[src/rtl/mdu_execute_if.sv]
// Shared types and the EX-stage <-> multiply/divide unit interface.
// The EX stage drives operands and control; the unit returns stall/busy/result.
package mdu_pkg;
    typedef enum logic [1:0] {
        FWD_NONE  = 2'd0,
        FWD_EXMEM = 2'd1,
        FWD_MEMWB = 2'd2
    } fwd_sel_e;

    typedef enum logic [2:0] {
        MD_MUL    = 3'd0,
        MD_MULH   = 3'd1,
        MD_MULHSU = 3'd2,
        MD_MULHU  = 3'd3,
        MD_DIV    = 3'd4,
        MD_DIVU   = 3'd5,
        MD_REM    = 3'd6,
        MD_REMU   = 3'd7
    } md_op_e;
endpackage

interface mdu_execute_if #(
    parameter int XLEN = 32
);
    import mdu_pkg::*;

    logic            valid;
    logic            start;
    logic [2:0]      md_op;
    logic [XLEN-1:0] rs1_data;
    logic [XLEN-1:0] rs2_data;
    logic [XLEN-1:0] exmem_forwarded_data;
    logic [XLEN-1:0] memwb_forwarded_data;
    fwd_sel_e        forward_a;
    fwd_sel_e        forward_b;
    logic            flush;
    logic            stall;
    logic            busy;
    logic            result_valid;
    logic [XLEN-1:0] result;

    modport master (
        output valid, start, md_op, rs1_data, rs2_data,
               exmem_forwarded_data, memwb_forwarded_data,
               forward_a, forward_b, flush,
        input  stall, busy, result_valid, result
    );

    modport slave (
        input  valid, start, md_op, rs1_data, rs2_data,
               exmem_forwarded_data, memwb_forwarded_data,
               forward_a, forward_b, flush,
        output stall, busy, result_valid, result
    );
endinterface

[src/rtl/mdu_execute.sv]
// Multi-cycle RV32M/RV64M multiply/divide unit for the EX stage (radix-2 iteration).
// Define MDU_EARLY_OUT_EN to let multiplies finish once the remaining multiplier bits are zero.
module mdu_execute
    import mdu_pkg::*;
#(
    parameter int XLEN  = 32,
    parameter int CNT_W = $clog2(XLEN) + 1
) (
    input logic         clk,
    input logic         rst,
    mdu_execute_if.slave bus
);

    typedef enum logic [1:0] {IDLE, BUSY, DONE} state_e;

    state_e            state, state_next;
    logic [CNT_W-1:0]  count, count_next;
    logic [XLEN-1:0]   result_q;

    // Operand and iteration registers
    md_op_e            op_q;
    logic              neg_q, neg_rem_q, special_q;
    logic [2*XLEN-1:0] acc;
    logic [2*XLEN-1:0] a_sh;
    logic [XLEN-1:0]   b_reg;

    function automatic logic [XLEN-1:0] fwd_mux(input fwd_sel_e sel,
                                                input logic [XLEN-1:0] id_val,
                                                input logic [XLEN-1:0] ex_val,
                                                input logic [XLEN-1:0] wb_val);
        case (sel)
            FWD_NONE:  return id_val;
            FWD_EXMEM: return ex_val;
            FWD_MEMWB: return wb_val;
            default:   return '1;
        endcase
    endfunction

    logic [XLEN-1:0] op_a, op_b, a_mag, b_mag;
    md_op_e          op_in;
    logic            is_div_in, a_signed_in, b_signed_in, sign_a_in, sign_b_in;
    logic            div_zero_in, div_ovf_in, mul_zero_in, skip_busy_in;
    logic            accept;

    assign op_a        = fwd_mux(bus.forward_a, bus.rs1_data, bus.exmem_forwarded_data, bus.memwb_forwarded_data);
    assign op_b        = fwd_mux(bus.forward_b, bus.rs2_data, bus.exmem_forwarded_data, bus.memwb_forwarded_data);
    assign op_in       = md_op_e'(bus.md_op);
    assign is_div_in   = bus.md_op[2];
    assign a_signed_in = op_in inside {MD_MUL, MD_MULH, MD_MULHSU, MD_DIV, MD_REM};
    assign b_signed_in = op_in inside {MD_MUL, MD_MULH, MD_DIV, MD_REM};
    assign sign_a_in   = a_signed_in & op_a[XLEN-1];
    assign sign_b_in   = b_signed_in & op_b[XLEN-1];
    assign a_mag       = sign_a_in ? -op_a : op_a;
    assign b_mag       = sign_b_in ? -op_b : op_b;
    assign div_zero_in = is_div_in && (op_b == '0);
    assign div_ovf_in  = is_div_in && a_signed_in && (op_a == {1'b1, {(XLEN-1){1'b0}}}) && (op_b == '1);
`ifdef MDU_EARLY_OUT_EN
    assign mul_zero_in = !is_div_in && (b_mag == '0);
`else
    assign mul_zero_in = 1'b0;
`endif
    assign skip_busy_in = div_zero_in || div_ovf_in || mul_zero_in;
    assign accept       = (state == IDLE) && bus.valid && bus.start && !bus.flush;

    // One restoring-division step on {remainder, quotient} held in acc
    logic [XLEN:0]     r_shift, r_diff;
    logic              div_ge;
    logic [2*XLEN-1:0] div_next;

    assign r_shift  = {acc[2*XLEN-1:XLEN], acc[XLEN-1]};
    assign r_diff   = r_shift - {1'b0, b_reg};
    assign div_ge   = r_shift >= {1'b0, b_reg};
    assign div_next = {div_ge ? r_diff[XLEN-1:0] : r_shift[XLEN-1:0], acc[XLEN-2:0], div_ge};

    logic last_step;
`ifdef MDU_EARLY_OUT_EN
    assign last_step = (count == CNT_W'(1)) || (!op_q[2] && (b_reg[XLEN-1:1] == '0));
`else
    assign last_step = (count == CNT_W'(1));
`endif

    // NOTE: every output and next-state variable gets a default first so no latch is inferred.
    always_comb begin
        state_next       = state;
        count_next       = count;
        bus.stall        = 1'b0;
        bus.result_valid = 1'b0;
        if (bus.flush) begin
            state_next = IDLE;
            count_next = '0;
        end else begin
            case (state)
                IDLE: if (accept) begin
                    state_next = skip_busy_in ? DONE : BUSY;
                    count_next = skip_busy_in ? '0 : CNT_W'(XLEN);
                end
                BUSY: begin
                    count_next = count - CNT_W'(1);
                    if (last_step) state_next = DONE;
                end
                DONE:    state_next = IDLE;
                default: state_next = IDLE;
            endcase
            bus.stall        = accept || (state == BUSY);
            bus.result_valid = (state == DONE);
        end
    end

    assign bus.busy = (state != IDLE);

    // Sign correction and result selection, meaningful only in DONE
    logic [2*XLEN-1:0] prod;
    logic [XLEN-1:0]   quot, rem, final_res;

    always_comb begin
        prod = neg_q ? -acc : acc;
        quot = acc[XLEN-1:0];
        rem  = acc[2*XLEN-1:XLEN];
        case (op_q)
            MD_MUL:                        final_res = prod[XLEN-1:0];
            MD_MULH, MD_MULHSU, MD_MULHU:  final_res = prod[2*XLEN-1:XLEN];
            MD_DIV, MD_DIVU:               final_res = (special_q || !neg_q) ? quot : -quot;
            default:                       final_res = (special_q || !neg_rem_q) ? rem : -rem;
        endcase
    end

    assign bus.result = (state == DONE) ? final_res : result_q;

    always_ff @(posedge clk) begin
        if (!rst) begin
            state    <= IDLE;
            count    <= '0;
            result_q <= '0;
        end else begin
            state <= state_next;
            count <= count_next;
            if (bus.result_valid) result_q <= final_res;
        end
    end

    // NOTE: datapath registers carry no reset; they are always loaded on accept before being read.
    always_ff @(posedge clk) begin
        if (accept) begin
            op_q      <= op_in;
            neg_q     <= sign_a_in ^ sign_b_in;
            neg_rem_q <= sign_a_in;
            special_q <= div_zero_in || div_ovf_in;
            b_reg     <= b_mag;
            a_sh      <= {{XLEN{1'b0}}, a_mag};
            if (div_zero_in)     acc <= {op_a, {XLEN{1'b1}}};
            else if (div_ovf_in) acc <= {{XLEN{1'b0}}, op_a};
            else if (is_div_in)  acc <= {{XLEN{1'b0}}, a_mag};
            else                 acc <= '0;
        end else if (state == BUSY) begin
            if (op_q[2]) begin
                acc <= div_next;
            end else begin
                if (b_reg[0]) acc <= acc + a_sh;
                a_sh  <= a_sh << 1;
                b_reg <= b_reg >> 1;
            end
        end
    end

endmodule

[src/flat_wrapper.sv]
// flat-port wrapper written by rule: the top's interface ports become plain ports
module mdu_execute_flat import mdu_pkg::*;
#(
    parameter int XLEN  = 32,
    parameter int CNT_W = $clog2(XLEN) + 1
)
  (clk, rst, bus_valid, bus_start, bus_md_op, bus_rs1_data, bus_rs2_data, bus_exmem_forwarded_data, bus_memwb_forwarded_data, bus_forward_a, bus_forward_b, bus_flush, bus_stall, bus_busy, bus_result_valid, bus_result);
  mdu_execute_if #(.XLEN(XLEN)) bus_i ();
  input logic clk;
  input logic rst;
  input wire logic [$bits(bus_i.valid)-1:0] bus_valid;
  input wire logic [$bits(bus_i.start)-1:0] bus_start;
  input wire logic [$bits(bus_i.md_op)-1:0] bus_md_op;
  input wire logic [$bits(bus_i.rs1_data)-1:0] bus_rs1_data;
  input wire logic [$bits(bus_i.rs2_data)-1:0] bus_rs2_data;
  input wire logic [$bits(bus_i.exmem_forwarded_data)-1:0] bus_exmem_forwarded_data;
  input wire logic [$bits(bus_i.memwb_forwarded_data)-1:0] bus_memwb_forwarded_data;
  input wire logic [$bits(bus_i.forward_a)-1:0] bus_forward_a;
  input wire logic [$bits(bus_i.forward_b)-1:0] bus_forward_b;
  input wire logic [$bits(bus_i.flush)-1:0] bus_flush;
  output wire logic [$bits(bus_i.stall)-1:0] bus_stall;
  output wire logic [$bits(bus_i.busy)-1:0] bus_busy;
  output wire logic [$bits(bus_i.result_valid)-1:0] bus_result_valid;
  output wire logic [$bits(bus_i.result)-1:0] bus_result;
  assign bus_i.valid = bus_valid;
  assign bus_i.start = bus_start;
  assign bus_i.md_op = bus_md_op;
  assign bus_i.rs1_data = bus_rs1_data;
  assign bus_i.rs2_data = bus_rs2_data;
  assign bus_i.exmem_forwarded_data = bus_exmem_forwarded_data;
  assign bus_i.memwb_forwarded_data = bus_memwb_forwarded_data;
  assign bus_i.forward_a = bus_forward_a;
  assign bus_i.forward_b = bus_forward_b;
  assign bus_i.flush = bus_flush;
  assign bus_stall = bus_i.stall;
  assign bus_busy = bus_i.busy;
  assign bus_result_valid = bus_i.result_valid;
  assign bus_result = bus_i.result;
  mdu_execute #(.XLEN(XLEN), .CNT_W(CNT_W)) u_core (.clk(clk), .rst(rst), .bus(bus_i));
endmodule
[config.mk]
export PLATFORM = sky130hd
export DESIGN_NAME = mdu_execute_flat
export DESIGN_NICKNAME = d
export VERILOG_FILES = /design/src/rtl/mdu_execute_if.sv /design/src/rtl/mdu_execute.sv /design/src/flat_wrapper.sv
export SDC_FILE = /design/constraint.sdc
export NUM_CORES = 1
export LEC_CHECK = 0
export BUFFER_PORTS_ARGS = -buffer_cell sky130_fd_sc_hd__buf_2
export CAP_MARGIN = 20
export CORE_ASPECT_RATIO = 1.5
export CORE_MARGIN = 2
export CORE_UTILIZATION = 55
export CTS_CLUSTER_DIAMETER = 80
export DETAILED_ROUTE_END_ITERATION = 7
export GPL_TIMING_DRIVEN = 0
export PLACE_DENSITY = 0.83
export SYNTH_ARGS = -nofsm -noshare
export SYNTH_HDL_FRONTEND = slang
export SYNTH_SLANG_ARGS = --single-unit
export TNS_END_PERCENT = 10
[constraint.sdc]
create_clock -name clk -period 5.3 [get_ports clk]
set_input_delay 0.53 -clock clk [delete_from_list [all_inputs] [get_ports clk]]
set_output_delay 0.53 -clock clk [all_outputs]
set_load 0.005 [all_outputs]
# Yosys cells after proc, flatten, opt, wreduce, memory -nomap -nowiden
# Index checks and enable logic that the tools add are counted.
# totals
ff_bits	206
elab_cells	112
# classes
add_sub_neg	8
order_cmp	1
n_eq_ne	21
mux	32
n_bitwise	5
n_reduce_logical	34
# op_table
cell	n
$mux W64	7
$mux W32	13
$pmux W32 S3	3
$neg A32 Y32	4
$add A64 B64 Y64	1
$eq A32 B32 Y1 const B	2
$neg A64 Y64	1
$ge A33 B32 Y1	1
$logic_not A32 Y1	1
$sub A32 B32 Y32	1
$eq A3 B3 Y1 const B	4
$mux W6	2
$pmux W6 S2	1
$reduce_and A2 Y1	5
$eq A3 B2 Y1 const B	3
$logic_and A1 B1 Y1	7
$eq A2 B1 Y1 const B	3
$eq A2 B2 Y1 const B	3
$eq A3 B1 Y1 const B	2
$eq A6 B1 Y1 const B	1
$logic_not A2 Y1	3
$logic_not A3 Y1	2
$mux W2	3
$reduce_bool A2 Y1	3
other kinds (15)	25

# Longest topological paths before layout
# Gate-level depths: netlist (run 1).
# depth
word_depth	9
ltp_mapped	19
ltp_nobuf	14

# Worst setup path before layout (run 1)
# OpenSTA, ideal clock, no wires.
# synth_path
kind	input -> register
from	input port bus_forward_a[0]
to	register u_core.acc[10] (data pin)
setup_ns	0.254
arrival_time_ns	3.693
required_time_ns	5.046
setup_slack_ns	1.352
cell_stages	16
n_path_buf	6
path_cell_list	buf_2 > buf_6 > buf_6 > buf_2 > mux2_2 > o22ai_1 > ha_1 > nor2b_1 > nand3_1 > or3b_1 > nor4_4 > nand2b_1 > buf_4 > buf_6 > o21ai_1 > o21a_1
# synth_between
elab_chain_len	8
word_cells_on_any_way	14
cone_classes	add/sub: 1; eq/ne: 3; mux: 6; bitwise: 1; reduce/logical: 3
# synth_rtl
element	line	text
start, declared	flat_wrapper.sv:18	input wire logic [$bits(bus_i.forward_a)-1:0] bus_forward_a;
$eq A2 B2 Y1, or another cell as far along	mdu_execute.sv:31	case (sel)
$pmux W32 S3 (*)	mdu_execute.sv:31	
$neg A32 Y32, or another cell as far along	mdu_execute.sv:53	assign a_mag = sign_a_in ? -op_a : op_a;
$mux W32 or $logic_and A1 B1 Y1 (tied branches)	mdu_execute.sv:53, mdu_execute.sv:56	
$mux W32 or $logic_and A1 B1 Y1 (tied branches)	mdu_execute.sv:152, mdu_execute.sv:56	
$mux W64 (*)	mdu_execute.sv:151	else if (div_ovf_in) acc <= {{XLEN{1'b0}}, op_a};
$mux W64 (*)	mdu_execute.sv:150	if (div_zero_in) acc <= {op_a, {XLEN{1'b1}}};
$mux W64 (*)	mdu_execute.sv:143	if (accept) begin
end signal, assigned	mdu_execute.sv:150	
end signal, assigned	mdu_execute.sv:151	
end signal, assigned	mdu_execute.sv:152	else if (is_div_in) acc <= {{XLEN{1'b0}}, a_mag};
end, declared	mdu_execute.sv:23	logic [2*XLEN-1:0] acc;
# Mark *: on every way between the ends. The rest lies on a longest branch, timed or not.
# A chain may end at the register's enable or synchronous reset.

# Final worst setup path (run 1)
# layout_path
from	register u_core.acc[17]
to	output port bus_result[29]
# layout_between
elab_chain_len	4
word_cells_on_any_way	6
cone_classes	add/sub: 2; mux: 4
# layout_rtl
element	line	text
$neg A64 Y64 or $neg A32 Y32 (tied branches)	mdu_execute.sv:116, mdu_execute.sv:122	
$mux W64 or $mux W32 (tied branches)	mdu_execute.sv:116, mdu_execute.sv:122	
$pmux W32 S3 (*)	mdu_execute.sv:119	case (op_q)
$mux W32 (*)	mdu_execute.sv:127	assign bus.result = (state == DONE) ? final_res : result_q;
end, declared	flat_wrapper.sv:24	output wire logic [$bits(bus_i.result)-1:0] bus_result;
# Marked as above.

==> results of run 1 <==
[timing repair]
| item | in CTS | in global routing |
|---|---|---|
| setup buffers | 0 | 1 |
| gates resized for setup | 0 | 2 |
| setup endpoints to repair | 0 | 3 |
[path summary, 6_finish.rpt]
kind	start	to	cells after the start
max reg2reg	u_core.acc[7]	u_core.acc[60]	12
max	u_core.acc[17]	bus_result[29]	12
min reg2reg	u_core.result_q[19]	u_core.result_q[19]	2
min	bus_md_op[0]	u_core.op_q[0]	1
[critical path: stages, from the launching register on]
cell and delay, ns:
edfxtp_1 0.39, clkbuf_1 0.29, or4_1 0.56, nor3_1 0.49, nand4_1 0.56, or2_2 0.54, o21a_1 0.25, a21oi_1 0.20
nor2b_1 0.17, a21oi_1 0.06, o221ai_1 0.35, o21ai_0 0.13, buf_2 0.16
[power by group]
| part | leakage, nW | switching [mW] | internal, mW |
|---|---|---|---|
| clock | 0.402 | 0.770 | 0.985 |
| sequential | 1.82 | 0.0956 | 1.79 |
| combinational | 6.91 | 0.960 | 0.545 |
[cell usage in the layout (no fill, tap or decap), types with 14 or more instances in the layout]
master,netlist,layout
a211oi_1,31,31
a21o_1,44,44
a21oi_1,266,266
a22oi_1,15,15
a31oi_1,35,35
and3_1,17,17
buf_1,15,15
buf_2,12,184
clkbuf_1,147,149
clkbuf_16,0,26
dfxtp_1,72,72
edfxtp_1,134,134
ha_1,102,102
inv_1,85,85
mux2_2,71,71
mux2i_1,18,18
nand2_1,380,378
nand2b_1,17,17
nand3_1,41,41
nand4_1,47,47
nor2_1,189,189
nor2b_1,20,20
nor3_1,42,41
nor4_1,19,18
o211ai_1,22,22
o21a_1,31,31
o21ai_0,278,278
o21bai_1,14,14
o22a_1,57,57
o22ai_1,32,32
o31ai_1,33,33
or2_2,15,15
or3_1,19,19
xnor2_1,129,129
xor2_1,89,89
[area by class of cell]
type                    instances  area share (%)
clock buffers                  32           2.981
diodes                          1         0.01072
inverters                      89           1.432
repair buffers                175           3.818
multi-input cells            2254           61.80
clock inverters                12          0.4987
well taps                     489           2.622
flip-flops and latches        206           23.42
plain buffers                 187           3.410
[cell families (layout without fill, tap and decap cells)]
family	count (synthesis)	in the layout	synth area share [%]
DFF	206	206	26.04
muxes	96	96	5.044
buffers and inverters	276	495	5.384
adders and majority gates	104	104	6.273
xor gates and xnor gates	218	218	9.099
AOI/OAI and AO/OA	967	967	28.65
other	0	1	0
and+or+nand+nor	869	869	19.50
[routing by layer]
metal,track usage (%),up-vias,wire [microns]
met5,0,-,0
met4,36.17,0,9374
met3,8.800,454,9868
met2,71.01,1619,40200
met1,52.26,10910,31980
li1,-,10460,-
[synthesized netlist by cell type, types with 31 or more instances]
cell and number:
nand2_1 380, o21ai_0 278, a21oi_1 266, nor2_1 189, clkbuf_1 147, edfxtp_1 134, xnor2_1 129, ha_1 102
xor2_1 89, inv_1 85, dfxtp_1 72, mux2_2 71, o22a_1 57, nand4_1 47, a21o_1 44, nor3_1 42
nand3_1 41, a31oi_1 35, o31ai_1 33, o22ai_1 32, a211oi_1 31, o21a_1 31
[stage by stage]
stage	hold WS, ns	TNS [ns]	instance area (sq um)	instances
floorplan	0.4329	0	20980	2736
global placement	0.4382	-59.80	22450	3395
detailed placement	0.4549	0	22500	3399
CTS	0.2057	0	23310	3443
global route	0.2191	0	23330	3444
finish	0.2206	0	23330	3445
==> impl_metrics.ini, run 1 <==
[outcome]
status = complete, but fails checks
violations = DRC

[sta]
fin_skew_ns = 0.02177
final.setup.worst_slack_ns = 0.05694
slew_headroom_pct = 20.62
final.period_utilization_pct = 98.93
period_minus_slack_ns = 5.243
final-setup-viol-count = 0
finalHoldViolCount = 0
fmaxAchievable_mhz = 190.7
rsz0062_at_grt = no
maxSlewViolCount = 0
worst_pin_slew_ns = 1.183

[clocking]
clock_latency_ns = 0.56
ctsRootBufferMaster = clkbuf_16
cts-buffers-inserted = 24
cts.path.max_buffers = 3
cts_sinks = 206
hold_buffers = 0
cts_tree = done
htreeDepth = 1
clk_pin_slew_worst_paths_ns = 0.06

[synthesis]
yosysSeqAreaShare_pct = 26.04
avgSynthCellArea_sq_um = 7.670
async_flop_share_pct = 0
synth_warnings = 0
synth_ff_type = edfxtp_1
synth-seq-cells = 206
syn_inst = 2736
synthTopCellsByArea = edfxtp_1, dfxtp_1, nand2_1
synthesis.nets = 2980
ys_types = 92
synth_edf_count = 134
synth.cell_area_sq_mm = 0.02098
netlist.area_leader.share_pct = 19.18
synth_top_area_cell = edfxtp_1

[worst_setup_path]
worstSetupPathType = flip-flop to output port
cp.required_ns = 4.77
worst_setup_path_end_kind = output port
crit_arrival_ns = 4.71
start_kind = flip-flop
path_max_fanout = 8
regToRegSetupSlack_ns = 0.15

[pwr]
power_per_cell_area_mw_per_mm2 = 220.4
power_leakage_nw = 9.124
power.total_mw = 5.144
ir_drop_mv = 0.2556

[global_route]
grt_pass1_wl_microns = 134800
track_usage_pct = 44.84
antenna_found_initial = 1
first_global_vias = 22370
grt_start_max_net_pins = 65
grt-ovfl-total = 0

[placed_design]
preCtsSetupSlack_ns = 0.4559
hpwl_microns = 72760
gp_congestion = 1.091
port_buffers = 170

[floorplanning]
die_h_microns = 243.2
start_util_pct = 55.71
die_area_sq_mm = 0.03976
rows = 87
ios = 175
die_width_microns = 163.5
core_area_sq_mm = 0.03766

[layout]
register_area_sq_mm = 0.005465
utilization_pct = 61.95
drive_gt1_share_pct = 12.22
area_growth_pct = 11.20
largest_registers = u_core.a_sh x64, u_core.acc x64
multi_input_area_sq_mm = 0.01442
nets = 3181
n_fill_cell = 3459

[routing]
drt.antenna.violating_nets = 0
drt_wl_total_microns = 91420
wl_per_cell_microns = 26.54
drt_pass1_iterations = 8
drtIter0Drc = 3212
post-route-drc-count = 1
vias = 23450
viasPerCell = 6.806

[job]
drv_cap = 0

[hold_path]
hp-class = input pin to flip-flop
No activity file was read; power rests on OpenSTA's default activity.
==> run 2: changes to the inputs <==
Settings changed: CELL_PAD_IN_SITES_DETAIL_PLACEMENT set to 1, CELL_PAD_IN_SITES_GLOBAL_PLACEMENT set to 1, CORE_UTILIZATION 55 to 46, PLACE_DENSITY 0.83 to 0.91.
==> impl_metrics.ini, run 2 (same netlist as run 1, synthesis figures left out) <==
[outcome]
status = complete, no violations

[floorplanning]
rows = 95
core_area_sq_mm = 0.04493
ios = 175
start_util_pct = 46.70
die_width_microns = 178.4
die_area_sq_mm = 0.04738
die_h_microns = 265.6

[worst_setup_path]
r2r-end = u_core.acc[62]
cp.required_ns = 5.73
r2r_cells = 12
critPathLaunch = u_core.acc[36]
regToRegSetupSlack_ns = 0.10
worst_setup_path_end_kind = flip-flop
crit_path_top_delay_cell = a21oi_1
crit_arrival_ns = 5.63
critical_path.most_common_cell = nand2_1
path_max_fanout = 9
worstPathCellList = ha_1 -> clkbuf_1 -> nand4_1 -> nor2_1 -> nand2_1 -> a21oi_1 -> nor3_1 -> o41ai_1 -> a211oi_1 -> xnor2_1 -> o221ai_1 -> nand2_1
slowest_delay_ns = 0.75
r2r-start = u_core.acc[36]
worstSetupPathType = flip-flop to flip-flop
start_kind = flip-flop

[routing]
drt_pass1_iterations = 6
drtIter0Drc = 2270
vias = 23950
viasPerCell = 6.758
wl_per_cell_microns = 28.98
drt_wl_total_microns = 102700
drt.antenna.violating_nets = 0
post-route-drc-count = 0

[sta]
maxSlewViolCount = 0
worst_pin_slew_ns = 1.228
fin_skew_ns = 0.03257
fin_hold_ws_ns = 0.2277
fin_setup_tns_ns = 0
fmaxAchievable_mhz = 192.4
finalHoldViolCount = 0
period_minus_slack_ns = 5.198
final-setup-viol-count = 0
final.period_utilization_pct = 98.08
slew_headroom_pct = 18.14

[layout]
register_area_sq_mm = 0.005465
area_growth_pct = 12.35
layout_commonest_cell = nand2_1
layout_common_cells = nand2_1, o21ai_0, a21oi_1
multi_input_area_sq_mm = 0.01446
drive_gt1_share_pct = 12.47
largest_registers = u_core.a_sh x64, u_core.acc x64
n_fill_cell = 5738
nets = 3184

[placed_design]
hpwl_microns = 81060
port_buffers = 170
gp_congestion = 1.066

[global_route]
track_usage_pct = 43.02
first_global_vias = 24800
antenna_found_initial = 3
grt-ovfl-total = 0
grt_pass1_wl_microns = 153200
grt_start_max_net_pins = 65

[hold_path]
hold_depth = 1
hp-start = bus_md_op[2]
min_to = u_core.op_q[2]
hp-class = input pin to flip-flop

[clocking]
clk_pin_slew_worst_paths_ns = 0.07
htreeDepth = 1
cts.path.max_buffers = 3
cts_tree = done
cts_sinks = 206
cts-buffers-inserted = 25
hold_buffers = 0
ctsRootBufferMaster = clkbuf_16
clock_latency_ns = 0.59

[pwr]
power_per_cell_area_mw_per_mm2 = 225.5
power_leakage_nw = 9.158
ir_drop_mv = 0.2399

[job]
drv_cap = 0
==> run 2: report_power, final <==
group | leakage, nW | internal, mW | switching (mW)
registers | 1.82 | 1.79 | 0.0947
clock network | 0.409 | 1.03 | 0.826
logic | 6.93 | 0.552 | 1.02
total | 9.16 | 3.37 | 1.94
==> run 2: metal layers <==
metal	vias to the layer above	GRT usage (%)	wire, microns	part of all wire (%)
met5	-	0.7479	18	0.018
met4	2	38.50	11420	11
met3	520	9.148	8666	8.4
met2	1349	68.97	46620	45
met1	11610	47.34	35990	35
li1	10470	-	-	-
==> run 2: how the worst max path moves through the flow <==
stage / end / slack (ns)
after floorplan: u_core.acc[10] / 1.35
after global placement: u_core.acc[62] / -1.23
after detailed placement: u_core.acc[30] / 0.18
after CTS: bus_result[21] / 0.003
after global routing: bus_result[30] / -0.0002
final: u_core.acc[62] / 0.10
==> run 2: through the flow <==
step                instance area [sq um]  total power, mW  worst slack, ns  instances  util (%)
detailed placement                  22630            3.401           0.1750       3491     50.37
global placement                    22560            3.347           -1.226       3488     50.22
CTS                                 23500            5.243         0.002862       3537     52.31
finish                              23580            5.316           0.1019       3544     52.47
global route                        23570            5.455       -0.0002225       3542     52.46
floorplan                           20980            2.846            1.352       2736         -
==> run 2: critical path, delay by kind of cell, from the launching register on <==
kind | cells | cell delay (ns)
xor gates and xnor gates | 1 | 0.37
DFF | 1 | 0.60
adders and majority gates | 1 | 0.38
and+or+nand+nor | 5 | 1.42
AOI/OAI and AO/OA | 4 | 1.89
buffers and inverters | 1 | 0.38
==> run 2: timing repair <==
item / in CTS / in global routing
endpoints found under the setup margin: 7 / 17
resized for setup: 5 / 5
buffers inserted: 0 / 3
cloned: 0 / 0
pin swaps: 1 / 3
==> run 2: cell type report <==
class / count / area share (%)
clock inverters: 19 / 0.9022
inverters: 89 / 1.417
plain buffers: 187 / 3.375
repair buffers: 177 / 3.965
clock buffers: 27 / 2.685
well taps: 582 / 3.089
diodes: 3 / 0.03184
flip-flops and latches: 206 / 23.18
multi-input cells: 2254 / 61.35
